### config.mk
export PLATFORM = sky130hd
export DESIGN_NAME = sdram_pro_init_monitor
export DESIGN_NICKNAME = d
export VERILOG_FILES = /design/src/rtl/sdram_pro_init_monitor_pkg.sv /design/src/rtl/sdram_pro_gap_timer.sv /design/src/rtl/sdram_pro_init_monitor.sv
export SDC_FILE = /design/constraint.sdc
export NUM_CORES = 1
export LEC_CHECK = 0
export CAP_MARGIN = 15
export CORE_MARGIN = 1.5
export CORE_UTILIZATION = 30
export DETAILED_ROUTE_END_ITERATION = 10
export MAX_ROUTING_LAYER = met4
export SYNTH_ARGS = -nofsm -noshare
export SYNTH_HDL_FRONTEND = slang
export SYNTH_SLANG_ARGS = --single-unit
### constraint.sdc
create_clock -name sys_clk -period 2.3 [get_ports sys_clk]
set_clock_uncertainty 0.15 [all_clocks]
set_input_delay 0.23 -clock sys_clk [delete_from_list [all_inputs] [get_ports sys_clk]]
set_output_delay 0.23 -clock sys_clk [all_outputs]
set_load 0.02 [all_outputs]
### src/rtl/sdram_pro_init_monitor_pkg.sv
// Shared types, SDRAM command codes, error codes and mode-word helpers for the power-up init monitor.
package sdram_pro_init_monitor_pkg;

    typedef enum logic [2:0] {
        MON_PWRUP = 3'd0,
        MON_PRE   = 3'd1,
        MON_AR    = 3'd2,
        MON_DONE  = 3'd3,
        MON_ERR   = 3'd4
    } mon_state_t;

    // {CS_n, RAS_n, CAS_n, WE_n}
    localparam logic [3:0] CMD_LOAD_MODE    = 4'b0000;
    localparam logic [3:0] CMD_AUTO_REFRESH = 4'b0001;
    localparam logic [3:0] CMD_PRECHARGE    = 4'b0010;
    localparam logic [3:0] CMD_NOP          = 4'b0111;

    localparam logic [2:0] ERR_NONE  = 3'd0;
    localparam logic [2:0] ERR_ORDER = 3'd1;
    localparam logic [2:0] ERR_PWRUP = 3'd2;
    localparam logic [2:0] ERR_TRP   = 3'd3;
    localparam logic [2:0] ERR_TRC   = 3'd4;
    localparam logic [2:0] ERR_TMRD  = 3'd5;
    localparam logic [2:0] ERR_MODE  = 3'd6;

    // A deselected device (CS_n high) is as idle as an explicit NOP.
    function automatic logic cmd_is_nop(input logic [3:0] cmd);
        return cmd[3] || (cmd == CMD_NOP);
    endfunction

    function automatic logic mode_is_legal(input logic [11:0] a);
        logic cas_ok;
        logic bl_ok;
        cas_ok = (a[6:4] == 3'b010) || (a[6:4] == 3'b011);
        bl_ok  = (a[2] == 1'b0) || (a[2:0] == 3'b111);
        return cas_ok && !a[3] && bl_ok && (a[11:10] == 2'b00);
    endfunction

    function automatic logic [3:0] burst_decode(input logic [2:0] bl);
        case (bl)
            3'b000:  return 4'd1;
            3'b001:  return 4'd2;
            3'b010:  return 4'd4;
            3'b011:  return 4'd8;
            default: return 4'd0;
        endcase
    endfunction

endpackage

### src/rtl/sdram_pro_gap_timer.sv
// Saturating cycle-gap counter: a clear marks the timing-reference command, the
// count then equals cycles elapsed since it, compared against tRP/tRC/tMRD.
module sdram_pro_gap_timer #(
    parameter int TRP  = 2,
    parameter int TRC  = 4,
    parameter int TMRD = 3
) (
    input  logic sys_clk,
    input  logic sys_rst_n,
    input  logic clear,
    output logic ge_trp,
    output logic ge_trc,
    output logic ge_tmrd
);

    logic [7:0] gap_reg;

    // Loading 1 on the reference cycle makes gap_reg equal to the index difference.
    always_ff @(posedge sys_clk or negedge sys_rst_n) begin
        if (!sys_rst_n) begin
            gap_reg <= 8'd0;
        end else if (clear) begin
            gap_reg <= 8'd1;
        end else if (gap_reg != 8'hFF) begin
            gap_reg <= gap_reg + 8'd1;
        end
    end

    assign ge_trp  = ({24'd0, gap_reg} >= TRP);
    assign ge_trc  = ({24'd0, gap_reg} >= TRC);
    assign ge_tmrd = ({24'd0, gap_reg} >= TMRD);

endmodule

### src/rtl/sdram_pro_init_monitor.sv
// Passive checker of the SDRAM power-up init sequence and mode-register load.
// Define SDRAM_MON_POST_INIT_CHECK_EN to keep checking AR/LMR spacing after init.
module sdram_pro_init_monitor
    import sdram_pro_init_monitor_pkg::*;
#(
    parameter int MIN_PWRUP_CYC = 10000,
    parameter int TRP           = 2,
    parameter int TRC           = 4,
    parameter int TMRD          = 3
) (
    input  logic        sys_clk,
    input  logic        sys_rst_n,
    input  logic [3:0]  mon_cmd,
    input  logic [11:0] mon_addr,
    input  logic [1:0]  mon_bank,
    output logic        init_done,
    output logic [11:0] mode_reg,
    output logic [2:0]  cas_lat,
    output logic [3:0]  burst_len,
    output logic        err_valid,
    output logic [2:0]  err_code
);

    localparam int PW = $clog2(MIN_PWRUP_CYC + 1);
    localparam logic [PW-1:0] PWRUP_DONE = PW'(MIN_PWRUP_CYC);

    mon_state_t    state_reg;
    logic [PW-1:0] pwrup_cnt_reg;
    logic [1:0]    ar_cnt_reg;
    logic [2:0]    viol;
    logic          cmd_active, is_pre, is_ar, is_lmr, a10, gap_clear;
    logic          ge_trp, ge_trc, ge_tmrd;

    assign cmd_active = !cmd_is_nop(mon_cmd);
    assign is_pre     = (mon_cmd == CMD_PRECHARGE);
    assign is_ar      = (mon_cmd == CMD_AUTO_REFRESH);
    assign is_lmr     = (mon_cmd == CMD_LOAD_MODE);
    assign a10        = mon_addr[10];
    assign cas_lat    = mode_reg[6:4];

    // tRP is measured from the first PRECHARGE of a run, so repeats do not restart it.
    assign gap_clear = cmd_active && !((state_reg == MON_PRE) && is_pre);

    sdram_pro_gap_timer #(
        .TRP  (TRP),
        .TRC  (TRC),
        .TMRD (TMRD)
    ) u_gap_timer (
        .sys_clk   (sys_clk),
        .sys_rst_n (sys_rst_n),
        .clear     (gap_clear),
        .ge_trp    (ge_trp),
        .ge_trc    (ge_trc),
        .ge_tmrd   (ge_tmrd)
    );

`ifdef SDRAM_MON_POST_INIT_CHECK_EN
    logic last_ar_reg, last_lmr_reg;
    logic unused_bank;
    assign unused_bank = ^mon_bank;
`else
    logic unused_inputs;
    assign unused_inputs = ^{mon_bank, ge_tmrd};
`endif

    always_comb begin
        viol = ERR_NONE;
        if (cmd_active) begin
            case (state_reg)
                MON_PWRUP: begin
                    if (!is_pre || !a10)  viol = ERR_ORDER;
                    else if (pwrup_cnt_reg != PWRUP_DONE) viol = ERR_PWRUP;
                end
                MON_PRE: begin
                    if (is_pre) begin
                        if (!a10) viol = ERR_ORDER;
                    end else if (is_ar) begin
                        if (!ge_trp) viol = ERR_TRP;
                    end else begin
                        viol = ERR_ORDER;
                    end
                end
                MON_AR: begin
                    if (is_ar) begin
                        if (!ge_trc) viol = ERR_TRC;
                    end else if (is_lmr) begin
                        if (ar_cnt_reg < 2'd2)          viol = ERR_ORDER;
                        else if (!ge_trc)               viol = ERR_TRC;
                        else if (!mode_is_legal(mon_addr)) viol = ERR_MODE;
                    end else begin
                        viol = ERR_ORDER;
                    end
                end
`ifdef SDRAM_MON_POST_INIT_CHECK_EN
                MON_DONE: begin
                    if (last_ar_reg && !ge_trc)           viol = ERR_TRC;
                    else if (last_lmr_reg && !ge_tmrd)    viol = ERR_TMRD;
                    else if (is_lmr && !mode_is_legal(mon_addr)) viol = ERR_MODE;
                end
`endif
                default: viol = ERR_NONE;
            endcase
        end
    end

    always_ff @(posedge sys_clk or negedge sys_rst_n) begin
        if (!sys_rst_n) begin
            state_reg     <= MON_PWRUP;
            pwrup_cnt_reg <= '0;
            ar_cnt_reg    <= 2'd0;
            init_done     <= 1'b0;
            mode_reg      <= 12'h000;
            burst_len     <= 4'd0;
            err_valid     <= 1'b0;
            err_code      <= ERR_NONE;
`ifdef SDRAM_MON_POST_INIT_CHECK_EN
            last_ar_reg   <= 1'b0;
            last_lmr_reg  <= 1'b0;
`endif
        end else begin
            err_valid <= 1'b0;
            if (pwrup_cnt_reg != PWRUP_DONE) begin
                pwrup_cnt_reg <= pwrup_cnt_reg + PW'(1);
            end
`ifdef SDRAM_MON_POST_INIT_CHECK_EN
            if (cmd_active) begin
                last_ar_reg  <= is_ar;
                last_lmr_reg <= is_lmr;
            end
`endif
            if (viol != ERR_NONE) begin
                state_reg <= MON_ERR;
                err_valid <= 1'b1;
                err_code  <= viol;
            end else if (cmd_active) begin
                case (state_reg)
                    MON_PWRUP: state_reg <= MON_PRE;
                    MON_PRE: begin
                        if (is_ar) begin
                            state_reg  <= MON_AR;
                            ar_cnt_reg <= 2'd1;
                        end
                    end
                    MON_AR: begin
                        if (is_ar) begin
                            if (ar_cnt_reg != 2'd3) ar_cnt_reg <= ar_cnt_reg + 2'd1;
                        end else begin
                            mode_reg  <= mon_addr;
                            burst_len <= burst_decode(mon_addr[2:0]);
                            init_done <= 1'b1;
                            state_reg <= MON_DONE;
                        end
                    end
`ifdef SDRAM_MON_POST_INIT_CHECK_EN
                    MON_DONE: begin
                        if (is_lmr) begin
                            mode_reg  <= mon_addr;
                            burst_len <= burst_decode(mon_addr[2:0]);
                        end
                    end
`endif
                    default: state_reg <= state_reg;
                endcase
            end
        end
    end

endmodule

# Word-level counts from Yosys, hierarchy flattened
# Cells that the tools add are included.
[word_totals]
elab_cells = 91
in_bits = 20
latchBits = 0
mem_bits_rw = 0
reg_bits = 48
mem_bits_ro = 0
memories = 0
output_inout_bits = 24
[op_classes]
reduce_logical = 25
n_mul = 0
n_div = 0
addsub = 3
n_eq_ne = 20
bitwise = 4
magnitude_cmp = 3
n_shift = 0
n_mux = 27
[op_table]
columns = ["op", "n"]
rows = [
  ["$mux W3", 13],
  ["$pmux W3 S3", 2],
  ["$mux W8", 2],
  ["$pmux W4 S4", 1],
  ["$eq A3 B2 Y1 const B", 5],
  ["$add A14 B1 Y14 const B", 1],
  ["$ne A14 B14 Y1 const B", 1],
  ["$mux W2", 6],
  ["$add A8 B1 Y8 const B", 1],
  ["$ge A8 B2 Y1 const B", 1],
  ["$ge A8 B3 Y1 const B", 1],
  ["$ne A2 B2 Y1 const B", 4],
  ["$ne A8 B8 Y1 const B", 1],
  ["$reduce_and A4 Y1", 2],
  ["$eq A3 B1 Y1 const B", 2],
  ["$logic_not A3 Y1", 2],
  ["$reduce_and A6 Y1", 1],
  ["$logic_and A1 B1 Y1", 5],
  ["$logic_not A1 Y1", 5],
  ["$eq A4 B1 Y1 const B", 1],
  ["$eq A4 B2 Y1 const B", 1],
  ["$eq A4 B3 Y1 const B", 1],
  ["$logic_not A4 Y1", 1],
  ["$logic_or A1 B1 Y1", 4],
  ["13 further kinds", 18],
]

# Depth between registers and ports, before layout
[depth]
ltp_word = 15
ltp_mapped = 8
mapped_depth_nobuf = 7

# By module
# From an unflattened synthesis, not the netlist that was laid out.
[hier_totals]
hier_cells = 221
area_unflattened_um2 = 2427.3
[by_module_without_submodules]
columns = ["module", "cells_per_inst", "seq_area_each_um2", "n_inst", "area_per_inst_um2"]
rows = [
  ["sdram_pro_init_monitor", 171, 1001.0, 1, 1954.4],
  ["sdram_pro_gap_timer", 50, 200.2, 1, 473.0],
]

# Worst setup path before layout
# Ideal clock, no wire load.
[synth_timing]
path_type = "reg-to-reg"
from = "register pwrup_cnt_reg[0]"
to = "register state_reg[2]"
slack_ns = 0.094
period_less_slack_ns = 2.206
required_time_ns = 2.019
stages_incl_launch_ff = 9
arrival_time_ns = 1.924
n_path_buf = 1
setup_time_ns = 0.131
cell_sequence = "dfrtp_1 -> inv_1 -> ha_1 -> nand2_1 -> nand4b_1 -> a32o_1 -> or2_2 -> clkbuf_1 -> or3_1"
[synth_between]
elab_chain_cells = 8
word_cells_on_any_way = 12
classes_between = "eq/ne (4); mux (5); reduce/logical (3)"
[synth_rtl]
columns = ["item", "line_no", "rtl"]
rows = [
  ["from (decl)", "sdram_pro_init_monitor.sv:28", "logic [PW-1:0] pwrup_cnt_reg;"],
  ["from (signal assigned)", "sdram_pro_init_monitor.sv:123", "pwrup_cnt_reg <= pwrup_cnt_reg + PW'(1);"],
  ["$ne A14 B14 Y1 (*)", "sdram_pro_init_monitor.sv:72", "else if (pwrup_cnt_reg != PWRUP_DONE) viol = ERR_PWRUP;"],
  ["$mux W2 (*)", "sdram_pro_init_monitor.sv:72", ""],
  ["$mux W2 (*)", "sdram_pro_init_monitor.sv:71", "if (!is_pre || !a10) viol = ERR_ORDER;"],
  ["$pmux W3 S3 (*)", "sdram_pro_init_monitor.sv:69", "case (state_reg)"],
  ["$mux W3 (*)", "sdram_pro_init_monitor.sv:68", "if (cmd_active) begin"],
  ["$reduce_bool A3 Y1 (*)", "sdram_pro_init_monitor.sv:131", "if (viol != ERR_NONE) begin"],
  ["$ne A3 B3 Y1 (no line), or another cell as far along", "n/a", ""],
  ["$reduce_and A4 Y1 (no line)", "n/a", ""],
  ["to (signal assigned)", "sdram_pro_init_monitor.sv:162", "default: state_reg <= state_reg;"],
  ["to (decl)", "sdram_pro_init_monitor.sv:27", "mon_state_t state_reg;"],
]
# Every way passes the cells marked *; elsewhere a longest branch is shown, timed or not.
# A chain may end at the register's enable or synchronous reset.

# Final worst setup path
[layout_timing]
from = "input mon_cmd[1]"
to = "register ar_cnt_reg[0]"
[layout_between]
elab_chain_cells = 9
word_cells_on_any_way = 20
classes_between = "eq/ne (5); mux (7); bitwise (2); reduce/logical (6)"
[layout_rtl]
columns = ["item", "line_no", "rtl"]
rows = [
  ["from (decl)", "sdram_pro_init_monitor.sv:13", "input logic [3:0] mon_cmd,"],
  ["$eq A4 B2 Y1", "sdram_pro_init_monitor.sv:35", "assign is_pre = (mon_cmd == CMD_PRECHARGE);"],
  ["$logic_not A1 Y1", "sdram_pro_init_monitor.sv:71", ""],
  ["$logic_or A1 B1 Y1", "sdram_pro_init_monitor.sv:71", ""],
  ["$mux W2", "sdram_pro_init_monitor.sv:71", ""],
  ["$pmux W3 S3", "sdram_pro_init_monitor.sv:69", ""],
  ["$mux W3", "sdram_pro_init_monitor.sv:68", ""],
  ["$reduce_bool A3 Y1", "sdram_pro_init_monitor.sv:131", ""],
  ["$not A1 Y1 (no line)", "n/a", ""],
  ["$reduce_and A6 Y1 (no line) (*)", "n/a", ""],
  ["to (signal assigned)", "sdram_pro_init_monitor.sv:146", "if (ar_cnt_reg != 2'd3) ar_cnt_reg <= ar_cnt_reg + 2'd1;"],
  ["to (decl)", "sdram_pro_init_monitor.sv:29", "logic [1:0] ar_cnt_reg;"],
]
# Marked as above.

==> results by group <==
Status
  • Status: finished, final reports clean

STA
  • Final WS setup: 0.0516 ns
  • Relative slew margins: 63.4%
  • Peak Freq: 445 MHz
  • Period utilization: 97.8%
  • Slew @ Worst Pin: 0.549 ns
  • Tmin final: 2.25 ns
  • Setup_tns: 0 ns
  • Fin. max-slew vios: 0
  • Setup violators final: 0
  • Endpoints failing hold: 0

Global route
  • Tot GR Track Use: 13.3%
  • Met2 usage: 21.3%
  • Grt ovf: 0
  • Largest net degree at the start of global routing: 29
  • Wire length of the first global-routing pass: 8960 um
  • GRT met3 Usage: 2.85%
  • Busiest grt layer: met2
  • Met1 Usage GRT: 17.3%
  • Number of global-route vias before repair: 1856
  • Initial antenna violation count: 0

Yosys
  • Post-synth EDFFs: 0
  • Seq/Total Area, Yosys: 49.2%
  • FFs w/ async S/R, synth: 100%
  • Post-synthesis simple-gate area fraction: 24.1%
  • Dominant synthesized flop cell: dfrtp_1
  • Largest area contributor in the netlist: dfrtp_1
  • #FFs+latches synth: 48
  • Post-Synth Adder-Cell Area: 2.56%
  • Top cell type's share of synthesized area: 49.2%
  • Post-synthesis compound-gate area fraction: 8.35%
  • Synth unique cells: 54
  • Post-synthesis mux area share: 5.84%
  • Mapped Area: 2440 um2
  • Synth top area cells: dfrtp_1 49%, xnor2_1 3.9%, mux2_2 3.2%
  • XOR/XNOR Fraction of Synth Area: 5.73%
  • Syn Area/Cell: 10.7 um2
  • Syn Inst Count: 228
  • Syn nets: 253
  • Main combinational cell family by area after synthesis: simple AND/OR/NAND/NOR gates
  • Synthesis warning total: 0

Clocking
  • TritonCTS Buffers: 5
  • Worst skew pair latency: 0.30 ns
  • CTS tree: done
  • H-tree Lvls: 2
  • Maximum root-to-sink buffer count: 2
  • Clk sink count: 48
  • Clk pin slew, worst setup/hold paths: 0.09 ns
  • CTS Root Cell: clkbuf_8

Detailed routing
  • Drt wl/cell: 13.3 um
  • DR vias: 1897
  • DR iter-0 viols: 120
  • Final ANT Viol Nets: 0
  • Drc violations: 0
  • TritonRoute pass-1 iters: 4
  • Via/cell ratio: 4.72
  • Final WL: 5360 um

Layout
  • Final #Nets: 324
  • Area grow syn2layout: 36.1%
  • Post-route core utilization: 42.6%
  • Register area: 1200 um2
  • Antenna cell count: 0
  • Layout cells sized above 1: 22.7%
  • Final Non-Filler Cells: 402
  • # fillers: 740
  • Max reg flops: 14
  • Footprint of the multi-input gates: 1170 um2

Place
  • Gpl congestion: 0.808
  • Post-DP HPWL: 4010 um
  • Cells after DPL: 389
  • Pre-CTS WS: -0.388 ns
  • Port Buffer Count: 41

Critical path
  • Crit. End Element: register
  • Worst EP arrival: 2.29 ns
  • Critical Path Source Type: primary input
  • Worst-path fanout max: 3
  • Req. time, crit path: 2.35 ns
  • CP Class: in -> reg

Power
  • Power Total: 1.91 mW
  • Leakage: 1.47 nW
  • VDD IR max: 313 uV
  • Power per Cell Area: 573 nW/um2

Die
  • Chip width: 93.3 um
  • Initial Utilization: 31.3%
  • # rows: 32
  • I/O pin cnt: 44
  • Core area: 7810 um2
  • Die area: 8700 um2
  • Die Y: 93.3 um

Worst hold path
  • Hold Crit Class: in -> async

Run
  • Total of max-cap violations: 0
[worst paths after layout]
| path | from | endpoint | slack [ns] | cells past startpoint |
|---|---|---|---|---|
| max reg2reg | pwrup_cnt_reg[12] | state_reg[2] | 0.09 | 5 |
| min in group sys_clk | pwrup_cnt_reg[10] | pwrup_cnt_reg[10] | 0.32 | 1 |
| min | sys_rst_n | state_reg[0] | 0.29 | 2 |
| max | mon_cmd[1] | ar_cnt_reg[0] | 0.05 | 6 |
| max in group asynchronous | sys_rst_n | pwrup_cnt_reg[6] | 1.17 | 3 |
| min reg2reg | pwrup_cnt_reg[10] | pwrup_cnt_reg[10] | 0.32 | 1 |
[Yosys cell counts, types with 2 or more instances]
library cell / number
xnor2_1: 11
buf_4: 4
a31oi_1: 3
nand2b_1: 2
nor3b_1: 2
nand3_1: 10
nor4_1: 3
nand2_1: 18
a21oi_1: 7
nor2b_1: 6
and3_1: 6
mux2_1: 3
o21ai_0: 3
ha_1: 5
nand4b_1: 2
xor2_1: 5
buf_2: 3
nor3_1: 7
inv_1: 10
nor2_1: 20
mux2_2: 7
mux2i_1: 3
nor4b_2: 3
nand4_1: 3
or2_2: 2
dfrtp_1: 48
or2_1: 3
clkbuf_1: 3
[through the flow]
step           hold WS [ns]  cell area, um2
2_1_floorplan        -0.216            2440
3_3_place_gp          0.112            3150
3_5_place_dp          0.104            3150
4_1_cts               0.319            3270
5_1_grt               0.339            3330
6_report              0.293            3330
[kinds of logic (layout without fill, tap and decap cells)]
group | after synthesis | after routing
AND/OR/NAND/NOR | 99 | 99
flip-flops | 48 | 48
AO/OA/AOI/OAI | 26 | 26
buffers and inverters | 21 | 93
XOR/XNOR | 16 | 16
multiplexers | 13 | 13
adder cells (fa/ha/maj) | 5 | 5
[layout make-up]
class	count	share of cell area (%)
Timing Repair Buffer	75	20.7
Clock inverter	2	0.451
Clock buffer	6	2.48
Multi-Input combinational cell	159	35.3
Inverter	10	1.13
Tap cell	102	3.84
Sequential cell	48	36.1
[where the power goes]
group	switching [mW]	internal (mW)	total (mW)
clock network	0.290	0.244	0.533
logic	0.212	0.215	0.427
registers	0.0466	0.898	0.945
total	0.548	1.36	1.91
[layer usage]
metal	vias to the layer above	wire, um
met5	-	0
met4	0	27
met3	5	213
met2	36	2630
met1	910	2490
li1	946	-
[critical path, stage by stage]
cell	delay, ns
clkdlybuf4s50_1	0.46
or4b_4	0.53
a211oi_4	0.32
o41ai_4	0.12
nor4_4	0.31
mux2_4	0.33
[cell usage in the layout (no fill, tap or decap), types with 5 or more instances in the layout]
cell type / Yosys / final
a21oi_1: 7 / 7
and3_1: 6 / 6
buf_4: 4 / 31
clkbuf_8: 0 / 6
clkdlybuf4s50_1: 0 / 38
dfrtp_1: 48 / 48
ha_1: 5 / 5
inv_1: 10 / 10
mux2_2: 7 / 7
nand2_1: 18 / 18
nand3_1: 10 / 10
nor2_1: 20 / 20
nor2b_1: 6 / 5
nor3_1: 7 / 7
xnor2_1: 11 / 11
xor2_1: 5 / 5
[repair_timing]
item / in CTS / in global routing
gates resized for setup: 4 / 4
pin swaps: 1 / 6
setup endpoints to repair: 2 / 14
hold buffers: 1 / 0
buffers inserted: 0 / 4
hold endpoints to repair: 20 / 0
(Power assumes the default switching activity.)
